**src/rtl/ring_counter_pkg.sv**
```systemverilog
// Shared constants and helpers for the one-hot ring counter.
package ring_counter_pkg;

  localparam int unsigned DEFAULT_WIDTH = 4;

  // One-hot value with only bit (width-1) set.
  function automatic logic [31:0] seed_of(input int unsigned width);
    logic [31:0] seed;
    seed = 32'd0;
    seed[width-1] = 1'b1;
    return seed;
  endfunction

  function automatic logic is_onehot(input logic [31:0] vec);
    int unsigned cnt;
    cnt = 0;
    for (int i = 0; i < 32; i++) begin
      if (vec[i]) begin
        cnt = cnt + 1;
      end else begin
        cnt = cnt;
      end
    end
    return (cnt == 1) ? 1'b1 : 1'b0;
  endfunction

endpackage

```
**src/rtl/ring_counter_stage.sv**
```systemverilog
// One ring stage: a flop with async clear and sync preset, both loading its seed bit.
module ring_counter_stage
  import ring_counter_pkg::*;
#(
  parameter logic SEED_BIT = 1'b0
) (
  input  logic clk_i,
  input  logic clr_i,
  input  logic prst_i,
  input  logic d_i,
  output logic q_o
);

  logic bit_q;

  // Clear dominates preset; both load the seed bit.
  always_ff @(posedge clk_i or posedge clr_i) begin
    if (clr_i) begin
      bit_q <= SEED_BIT;
    end else if (prst_i) begin
      bit_q <= SEED_BIT;
    end else begin
      bit_q <= d_i;
    end
  end

  assign q_o = bit_q;

endmodule

```
**src/rtl/ring_counter.sv**
```systemverilog
// One-hot ring counter rotating right once per clock.
// Optional RCOUNTER_SELFCORRECT_EN reloads SEED from any non-one-hot state.
module ring_counter
  import ring_counter_pkg::*;
#(
  parameter int unsigned      WIDTH = DEFAULT_WIDTH,
  parameter logic [WIDTH-1:0] SEED  = WIDTH'(seed_of(WIDTH))
) (
  input  logic             in_clk,
  input  logic             in_clr,
  input  logic             in_prst,
  output logic [WIDTH-1:0] o_q
);

  logic [WIDTH-1:0] ring_q;
  logic [WIDTH-1:0] ring_d;

  // Next state on a plain shift edge: rotate right, bit 0 wraps to the MSB.
  always_comb begin
    ring_d = {ring_q[0], ring_q[WIDTH-1:1]};
`ifdef RCOUNTER_SELFCORRECT_EN
    if (!is_onehot(32'(ring_q))) begin
      ring_d = SEED;
    end else begin
      ring_d = {ring_q[0], ring_q[WIDTH-1:1]};
    end
`endif
  end

  for (genvar g = 0; g < WIDTH; g++) begin : g_stage
    ring_counter_stage #(
      .SEED_BIT (SEED[g])
    ) u_stage (
      .clk_i  (in_clk),
      .clr_i  (in_clr),
      .prst_i (in_prst),
      .d_i    (ring_d[g]),
      .q_o    (ring_q[g])
    );
  end

  assign o_q = ring_q;

endmodule

```
**config.mk**
```make
export PLATFORM = sky130hd
export DESIGN_NAME = ring_counter
export DESIGN_NICKNAME = d
export VERILOG_FILES = /design/src/rtl/ring_counter_pkg.sv /design/src/rtl/ring_counter_stage.sv /design/src/rtl/ring_counter.sv
export SDC_FILE = /design/constraint.sdc
export NUM_CORES = 1
export LEC_CHECK = 0
export BUFFER_PORTS_ARGS = -buffer_cell sky130_fd_sc_hd__buf_2
export CAP_MARGIN = 20
export CORE_AREA = 4 4 41 43
export DETAILED_ROUTE_END_ITERATION = 16
export DIE_AREA = 0 0 45 47
export SYNTH_ARGS = -nofsm -noshare
export SYNTH_HDL_FRONTEND = slang
export SYNTH_SLANG_ARGS = --single-unit
export TNS_END_PERCENT = 1
```
**constraint.sdc**
```tcl
create_clock -name in_clk -period 1.5 [get_ports in_clk]
set_clock_uncertainty 0.15 [all_clocks]
set_input_delay 0.075 -clock in_clk [delete_from_list [all_inputs] [get_ports in_clk]]
set_output_delay 0.075 -clock in_clk [all_outputs]
set_load 0.005 [all_outputs]
```
### Word level (Yosys, flattened, before mapping)

Cells that the tools add are included.

| word-level totals | value |
|---|---|
| output and inout bits | 4 |
| bits of input ports | 3 |
| bits in registers | 4 |

| cells by class | value |
|---|---|
| multiplexer cells | 4 |

Operators by type and width:

| operator | number |
|---|---|
| two-way mux 1 bit | 4 |

### Longest topological paths before layout

Gate-level depths: netlist (run 1).

| depth | value |
|---|---|
| word-level depth | 1 |
| gate-level depth with buffers | 1 |

### Cells and area by module

From an unflattened synthesis (run 1), not the netlist that was laid out.

| unflattened totals | value |
|---|---|
| cells, all modules | 12 |
| area, all modules | 163.9 sq um |

By module, submodules not included:

| module | area each (sq um) | times used | cells each |
|---|---|---|---|
| ring_counter_stage at g_stage[0].u_stage ... | 42.5 | 3 | 3 |
| ring_counter_stage at g_stage[3].u_stage | 36.3 | 1 | 3 |

### Worst setup path after synthesis (run 1)

No wires, ideal clock.

| timing path | value |
|---|---|
| path kind | reg2reg |
| start | register g_stage[3].u_stage.bit_q |
| end | register g_stage[2].u_stage.bit_q |
| library setup time | 0.064 ns |
| cell stages (with the launch flop) | 2 |
| slack | 0.665 ns |
| required time | 1.286 ns |
| arrival time | 0.621 ns |
| path buffers | 0 |
| cell sequence | dfstp_2 and2b_2 |

| on the way | value |
|---|---|
| longest elaborated chain between the ends | 1 |

RTL lines:

| what | RTL line | text |
|---|---|---|
| start: declaration | ring_counter_stage.sv:14 | `logic bit_q;` |
| start signal: assignment | ring_counter_stage.sv:23 | `bit_q <= d_i;` |
| two-way mux 1 bit | ring_counter_stage.sv:20 | `end else if (prst_i) begin` |
| end signal: assignment | ring_counter_stage.sv:23 |  |
| end: declaration | ring_counter_stage.sv:14 |  |

Every way passes these cells.

### Final worst setup path (run 1)

| timing path | value |
|---|---|
| start | register g_stage[3].u_stage.bit_q |
| end | output port o_q[3] |

RTL lines:

| what | RTL line | text |
|---|---|---|
| end: declaration | ring_counter.sv:12 | `output logic [WIDTH-1:0] o_q` |

No word-level cell between the ends.

==> run metrics, run 1 <==
Hold Path Class in2async; Final Util between 10% and 20%; DRC 0; first-pass GRT wire length around 430 um; setup ws final about 0.43 ns; Placer Congestion 0.719; yosys synthesis warning count 0; Inst Count DP 30; Final Non-Filler Cells 36; post-route ant nets 0; die span in x approximately 45 um; min Tclk post-route 1.07 ns; CP delay by family, top flip-flops; Max VDD drop 179 uV; CP Max Fanout 2; post-CTS sizing 0; r2r endpoint g_stage[2].u_stage.q_o$_DFF_PP0_; Slew Limit Fails 0; die area between 2000 and 2500 um^2; ranking of synthesized cells by area dfrtp_1, buf_4, dfstp_2; vias in the first global route roughly 110; Worst path depth 1; Area growth syn-to-layout 38.8%; synth unique cells 6; Synth Register Bits 4; FFs w/ async S/R, synth between 90% and 100%; Setup violations, final 0; Clock Latency Late Sink ~0.24 ns; top cells by count, synth buf_4, and2b_2, dfrtp_1; NumNets Final 25; WL final 273 um; Place WS 0.649 ns; post-DR wirelength/cell 7.58 um; initial core utilization 12.9%; CTS max path bufs 2; Worst Setup Path Type reg2out; vias per cell roughly 2.9; status completed; port buffer count 6; reg2reg start g_stage[3].u_stage.q_o$_DFF_PP1_; total gr overflow 0; unrepaired setup endpoints after global routing no; R2R Setup Slk between 0.6 and 0.7 ns; CTS buffer count 3; crit-path cells buf_2; root buffer cell clkbuf_4; Startpoint Class flip-flop; iteration count of the initial detailed-routing pass 1; sequential fraction of the synthesis area between 60% and 70%; Leak roughly 0.00013 uW; Crit path arrival time 0.85 ns; pwr dens approximately 1200 nW/um^2; relative slew slack 90.0%; I/O pin cnt 7; Net Count, Synth 16; clock slew at reported path FFs 0.04 ns; Worst Reg-to-Reg Cells 1; worst-margin pin slew 0.150 ns; slowest stage delay, CP 0.51 ns; Tcrit/Tclk final 71.6%; CP bufs+invs 1; clock sinks 4; setup TNS 0 ns; Std-Cell Core Area between 1000 and 1500 um^2; number of H-tree levels 1; ys flop type dfrtp_1; Detailed Route Iter0 Violations 0; Setup crit end o_q[3]; max reg flops 4; pin count of the biggest net entering global routing 5; fraction of layout cells with a size suffix above 1 61.9%; diode count 0; total number of vias approximately 100; Fmax 0.931 GHz; Post-synth EDFFs 0; Yosys top cell area share 44.8%; CP Capture Type primary output; Max-cap violations 0; final hold vios 0; required time of the critical path between 1 and 1.5 ns; synthesized instance count 13; leading area contributor after synthesis dfrtp_1; Syn Std Cell Area 168 um^2; CTS tree yes; Global Route Usage Sum 3.65%; std cell rows 13; Max stage delay cell, worst path dfstp_2; Mean Syn Cell Area 12.9 um^2; antenna violations before repair 0; count leader, synth buf_4; Die Y roughly 47 um; crit path from g_stage[3].u_stage.q_o$_DFF_PP1_
## through the flow
step / instance area, um^2 / total power [uW] / hold slack, ns
after detailed placement: 186 / 135 / -0.190
after floorplan: 168 / 132 / -0.310
final: 233 / 285 / 0.108
after CTS: 233 / 294 / 0.101
after global routing: 233 / 301 / 0.136
after global placement: 186 / 135 / -0.191
## kinds of logic after synthesis
group / after synthesis / synth area share (%)
and+or+nand+nor: 4 / 19.4
DFF: 4 / 60.4
buffers and inverters: 5 / 20.1
## how the worst min path moves through the flow
stage                      start                          endpoint  depth (start not counted)
after global routing      in_clr  g_stage[2].u_stage.q_o$_DFF_PP0_                          3
after CTS                 in_clr  g_stage[1].u_stage.q_o$_DFF_PP0_                          3
final                     in_clr  g_stage[2].u_stage.q_o$_DFF_PP0_                          3
after detailed placement  in_clr  g_stage[0].u_stage.q_o$_DFF_PP0_                          2
after floorplan           in_clr  g_stage[0].u_stage.q_o$_DFF_PP0_                          1
after global placement    in_clr  g_stage[2].u_stage.q_o$_DFF_PP0_                          2
## layout by cell type (no fill, tap or decap)
cell type / Yosys / final
or2_1: 1 / 1
buf_2: 0 / 6
dfstp_2: 1 / 1
inv_1: 1 / 1
and2b_2: 3 / 3
dfrtp_1: 3 / 3
clkbuf_4: 0 / 3
dlygate4sd3_1: 0 / 2
clkbuf_1: 0 / 1
## final cells by class
| class | count | area (um^2) |
|---|---|---|
| repair buffers | 8 | 50.0 |
| clock buffers | 4 | 26.3 |
| fillers | 146 | 1070 |
| multi-input cells | 4 | 32.5 |
| inverters | 1 | 3.75 |
| well taps | 15 | 18.8 |
| flip-flops and latches | 4 | 101 |
## power breakdown
| part | switching [uW] | internal (uW) |
|---|---|---|
| combinational | 7.77 | 12.6 |
| sequential | 1.94 | 115 |
| clock | 48.1 | 100 |
| total | 57.8 | 227 |
## timing repair
item                       in CTS  in global routing
hold buffers                    2                  0
buffers inserted                0                  0
hold endpoints to repair        5                  0
setup endpoints to repair       0                  0
## routing by layer
metal  vias to the layer above  share of wire, %  track usage, %
met2                         7                34            3.95
met3                         0                21            3.45
met4                         0                 0            5.26
li1                         51                 -               -
met5                         -                 0               0
met1                        45                45            3.21
(Power assumes the default switching activity.)
==> run 2: changes to the inputs <==
Settings changed: ABC_AREA set to 1.
Clock period 1.5 ns to 1 ns, I/O delays scaled along.
==> run 2 against run 1 <==
  * The run now ends with setup timing left
  * Die area unchanged
  * Design area up 3.2%
  * Combinational power grew 63%
  * Critical path type unchanged
  * Largest cell class unchanged
==> run metrics, run 2 <==
Final Util between 10% and 20%; Slew Limit Fails 0; Setup Buffers After CTS 0; Global Route Usage Sum 3.89%; root buffer cell clkbuf_4; Worst Reg-to-Reg Cells 2; Detailed Route Iter0 Violations 0; Top Usage Layer GRT met4; sequential fraction of the synthesis area 60.0%; GR Util met3 between 4 and 5%; Syn Std Cell Area approximately 170 um^2; relative slew slack 90.2%; Tot Pwr 426 uW; GRT met1 Usage 2.30%; met2 usage 4.52%; Max-cap violations 0; pwr dens ~1800 nW/um^2; WL final 278 um; Startpoint Class flip-flop; unrepaired setup endpoints after global routing yes; Max VDD drop 322 uV; setup ws final -0.0493 ns; Placer Congestion 0.733; leading area contributor after synthesis dfrtp_1; worst-margin pin slew 0.147 ns; std cell rows 13; Clock Latency Late Sink 0.23 ns; initial core utilization 13.0%; pin count of the biggest net entering global routing 5; post-DR wirelength/cell 6.78 um; top cells by count, synth inv_1, buf_4, dfrtp_1, nor2_1; Setup violations, final 1; Tcrit/Tclk final 105%; CP Capture Type primary output; iteration count of the initial detailed-routing pass 1; I/O pin cnt 7; DP Area 188 um^2; CTS max path bufs 2; most frequent cells in the layout inv_1, buf_2, nor2_1, clkbuf_4, dfrtp_1; FFs w/ async S/R, synth 100%; Hold Slack roughly 0.085 ns; diode count 0; Yosys top cell area share between 40 and 50%; post-route ant nets 0; Leak 0.000135 uW; Crit path arrival time between 0.8 and 0.9 ns; fraction of layout cells with a size suffix above 1 roughly two fifths; vias in the first global route 139; CP delay by family, top flip-flops; Synth Register Bits 4; vias per cell 2.88; Fmax 0.953 GHz; Worst Setup Path Type reg2out; ranking of synthesized cells by area dfrtp_1, buf_4, dfstp_2; Inst Count DP 35; port buffer count 6; count leader, synth inv_1; die span in x 45 um; total number of vias 118; required time of the critical path roughly 0.80 ns; min Tclk post-route 1.05 ns; slowest stage delay, CP about 0.53 ns; final hold vios 0; Final Non-Filler Cells 41; first-pass GRT wire length between 400 and 500 um; clock slew at reported path FFs 0.04 ns; Mean Syn Cell Area 9.38 um^2; yosys synthesis warning count 0; CP bufs+invs 1; antenna violations before repair 0; Post-Synth Adder-Cell Area 0%; Max stage delay cell, worst path dfstp_2; status finished with violations; ys flop type dfrtp_1; number of H-tree levels 1; CTS buffer count 3; CP Max Fanout 2; Synth Area in Simple Gates 8.89%; Synth Area in Compound Gates 0%; post-synthesis xor/xnor area fraction 0%; post-synthesis mux area share 0%; Die Y 47 um; crit-path cells buf_6; Std-Cell Core Area between 1000 and 1500 um^2; violated checks setup timing; DRC 0; CTS tree yes; Net Count, Synth 21; die area 2120 um^2; most common cell after layout, fill and taps aside inv_1; Worst path depth 1; main combinational cell family by area after synthesis buffers and inverters; synthesized instance count 18; synth unique cells 6; Post-synth EDFFs 0; clock sinks 4; Area growth syn-to-layout 42.2%; Hold Path Class in2async; NumNets Final 30; total gr overflow 0; max reg flops 4; final instance area 240 um^2
## run 2: per-layer routing
metal,part of all wire (%),up-vias
met2,52,5
met5,0,-
met1,28,54
met4,0,0
met3,19,0
li1,-,59
## run 2: worst min-delay path: stages
cell and delay (ns):
dlygate4sd3_1 0.53, buf_2 0.12, inv_1 0.12
## run 2: logic make-up (layout without fill, tap and decap cells)
family,after synthesis,in the layout
buffers and inverters,10,18
and+or+nand+nor,4,4
DFF,4,4
## run 2: timing repair
item,in CTS,in global routing
resized for setup,0,1
endpoints found under the hold margin,8,0
endpoints found under the setup margin,1,1
hold buffers,2,0
pin swaps,0,0
## run 2: final timing paths
path | from | end | slack, ns
max | g_stage[3].u_stage.q_o$_DFF_PP1_ | o_q[3] | -0.05
min | in_clr | g_stage[2].u_stage.q_o$_DFF_PP0_ | 0.08
max reg2reg | g_stage[3].u_stage.q_o$_DFF_PP1_ | g_stage[2].u_stage.q_o$_DFF_PP0_ | 0.14
min reg2reg | g_stage[0].u_stage.q_o$_DFF_PP0_ | g_stage[3].u_stage.q_o$_DFF_PP1_ | 0.31
max in group asynchronous | in_clr | g_stage[3].u_stage.q_o$_DFF_PP1_ | 0.39
min in group in_clk | g_stage[0].u_stage.q_o$_DFF_PP0_ | g_stage[3].u_stage.q_o$_DFF_PP1_ | 0.31
## run 2: where the power goes
group	internal, uW	leakage (uW)	switching (uW)
Clock	150	0.0000150	66.7
Sequential	172	0.0000504	4.03
Combinational	18.9	0.0000694	14.3
Total	341	0.000135	85.0
## run 2: area by class of cell
cell class | instances | area (um^2)
repair buffers | 8 | 56.3
fillers | 157 | 1060
multi-input cells | 4 | 15.0
flip-flops and latches | 4 | 101
well taps | 15 | 18.8
inverters | 6 | 22.5
clock buffers | 4 | 26.3
## run 2: stage by stage
step	setup TNS [ns]	setup WS [ns]
CTS	-0.0704	-0.0704
finish	-0.0493	-0.0493
global route	-0.0661	-0.0661
floorplan	0	0.183
global placement	0	0.169
detailed placement	0	0.154
==> run 3: changes to the inputs <==
Settings changed: CORE_AREA 4 4 41 43 to 2 2 39 41, DIE_AREA 0 0 45 47 to 0 0 41 43, GPL_TIMING_DRIVEN set to 0.
==> run 3 against run 2 <==
  * Sequential share of layout area shrank 7.1 points
  * Critical path depth unchanged
  * Critical path type unchanged
  * Routed wire length is 17% higher
  * First-iteration DRC count is the same
  * Count of clock-buffer cells in the layout stayed put
  * Highest routed layer unchanged
  * The run still ends with setup timing left
  * Global-route usage is 1.5 points higher
==> run metrics, run 3 (synthesis gave the netlist of run 2 again) <==
status finished with violations; violated checks setup timing; Setup violations, final 3; Clock Latency Late Sink 0.23 ns; pwr dens about 1500 nW/um^2; total gr overflow 0; Startpoint Class flip-flop; DRC 0; root buffer cell clkbuf_4; worst-margin pin slew 0.157 ns; max reg flops 4; Leak 0.000163 uW; number of H-tree levels 1; Max stage delay cell, worst path dfstp_2; vias in the first global route 164; Hold Slack about 0.090 ns; Area growth syn-to-layout 71.1%; iteration count of the initial detailed-routing pass 1; Hold Path Class in2async; Die Y 43 um; Setup crit end o_q[3]; Global Route Usage Sum 5.43%; port buffer count 6; CTS tree yes; Detailed Route Iter0 Violations 0; diode count 0; CTS buffer count 3; final hold vios 0; CP delay by family, top flip-flops; unrepaired setup endpoints after global routing yes; Final Util 20.9%; relative slew slack approximately nine tenths; slowest stage delay, CP ~0.52 ns; I/O pin cnt 7; WL final between 300 and 400 um; final instance area slightly below 300 um^2; required time of the critical path 0.80 ns; std cell rows 14; post-route ant nets 0; Placer Congestion 0.499; most common cell after layout, fill and taps aside inv_1; CTS max path bufs 2; Crit path arrival time around 0.84 ns; DP Area 219 um^2; most frequent cells in the layout inv_1, buf_4, buf_2; Worst path depth 1; setup ws final -0.0425 ns; Place WS 0.103 ns; r2r endpoint g_stage[2].u_stage.q_o$_DFF_PP0_; Worst Reg-to-Reg Cells 3; Max VDD drop approximately 230 uV; R2R Setup Slk 0.04 ns; NumNets Final 35; pin count of the biggest net entering global routing 5; Worst Setup Path Type reg2out; Fmax about 0.96 GHz; crit path from g_stage[3].u_stage.q_o$_DFF_PP1_; Tcrit/Tclk final 104%; setup TNS -0.107 ns; CP bufs+invs 1; CP Max Fanout 2; vias per cell 2.94; die span in x 41 um; post-DR wirelength/cell between 6 and 7 um; total number of vias 138; Std-Cell Core Area about 1400 um^2; first-pass GRT wire length about 550 um; min Tclk post-route 1.04 ns; CP Capture Type primary output; clock sinks 4; initial core utilization between 10 and 15%; fillers 159; Max-cap violations 0; Slew Limit Fails 0; crit-path cells buf_6; die area 1760 um^2; antenna violations before repair 0; reg2reg start g_stage[3].u_stage.q_o$_DFF_PP1_; post-DP HPWL 210 um; clock slew at reported path FFs 0.04 ns; fraction of layout cells with a size suffix above 1 ~48%
[run 3: worst min-delay path by stage]
stage	from	to	slack (ns)	depth (start not counted)
after global placement	in_clr	g_stage[2].u_stage.q_o$_DFF_PP0_	-0.22	2
after detailed placement	in_clr	g_stage[0].u_stage.q_o$_DFF_PP0_	-0.21	2
after global routing	in_clr	g_stage[1].u_stage.q_o$_DFF_PP0_	0.12	3
after CTS	in_clr	g_stage[1].u_stage.q_o$_DFF_PP0_	0.08	3
after floorplan	in_clr	g_stage[0].u_stage.q_o$_DFF_PP0_	-0.33	1
final	in_clr	g_stage[1].u_stage.q_o$_DFF_PP0_	0.09	3
[run 3: routing by layer]
layer	part of all wire [%]	vias to the layer above	track usage (%)	wire, um
met4	0	0	12.0	0
li1	-	70	-	-
met5	0	-	0	0
met3	3.7	0	0	12
met1	36	62	3.23	118
met2	59	6	8.13	193
[run 3: cell type report]
cell class	instances	area, um^2	area share, %
Clock buffer	4	26.3	9.09
Inverter	6	22.5	7.79
Sequential cell	4	101	35.1
Timing Repair Buffer	11	85.1	29.4
Buffer	2	18.8	6.49
Multi-Input combinational cell	4	15.0	5.19
Tap cell	16	20.0	6.93
[run 3: report_power, final]
group,leakage [uW],switching [uW],internal (uW),total (uW)
combinational,0.0000974,17.8,34.6,52.5
sequential,0.0000504,4.46,172,177
clock,0.0000150,67.2,150,217
total,0.000163,89.4,357,446
[run 3: what timing repair did]
item | 4_1_cts | 5_1_grt
endpoints found under the setup margin | 4 | 4
pin swaps | 0 | 0
hold buffers | 2 | 0
endpoints found under the hold margin | 8 | 0
setup buffers | 3 | 0
resized for setup | 3 | 0
[run 3: through the flow]
| step | total power (uW) | std cells |
|---|---|---|
| 3_3_place_gp | 213 | 40 |
| 6_report | 446 | 47 |
| 3_5_place_dp | 214 | 40 |
| 4_1_cts | 465 | 48 |
| 2_1_floorplan | 198 | 18 |
| 5_1_grt | 484 | 47 |
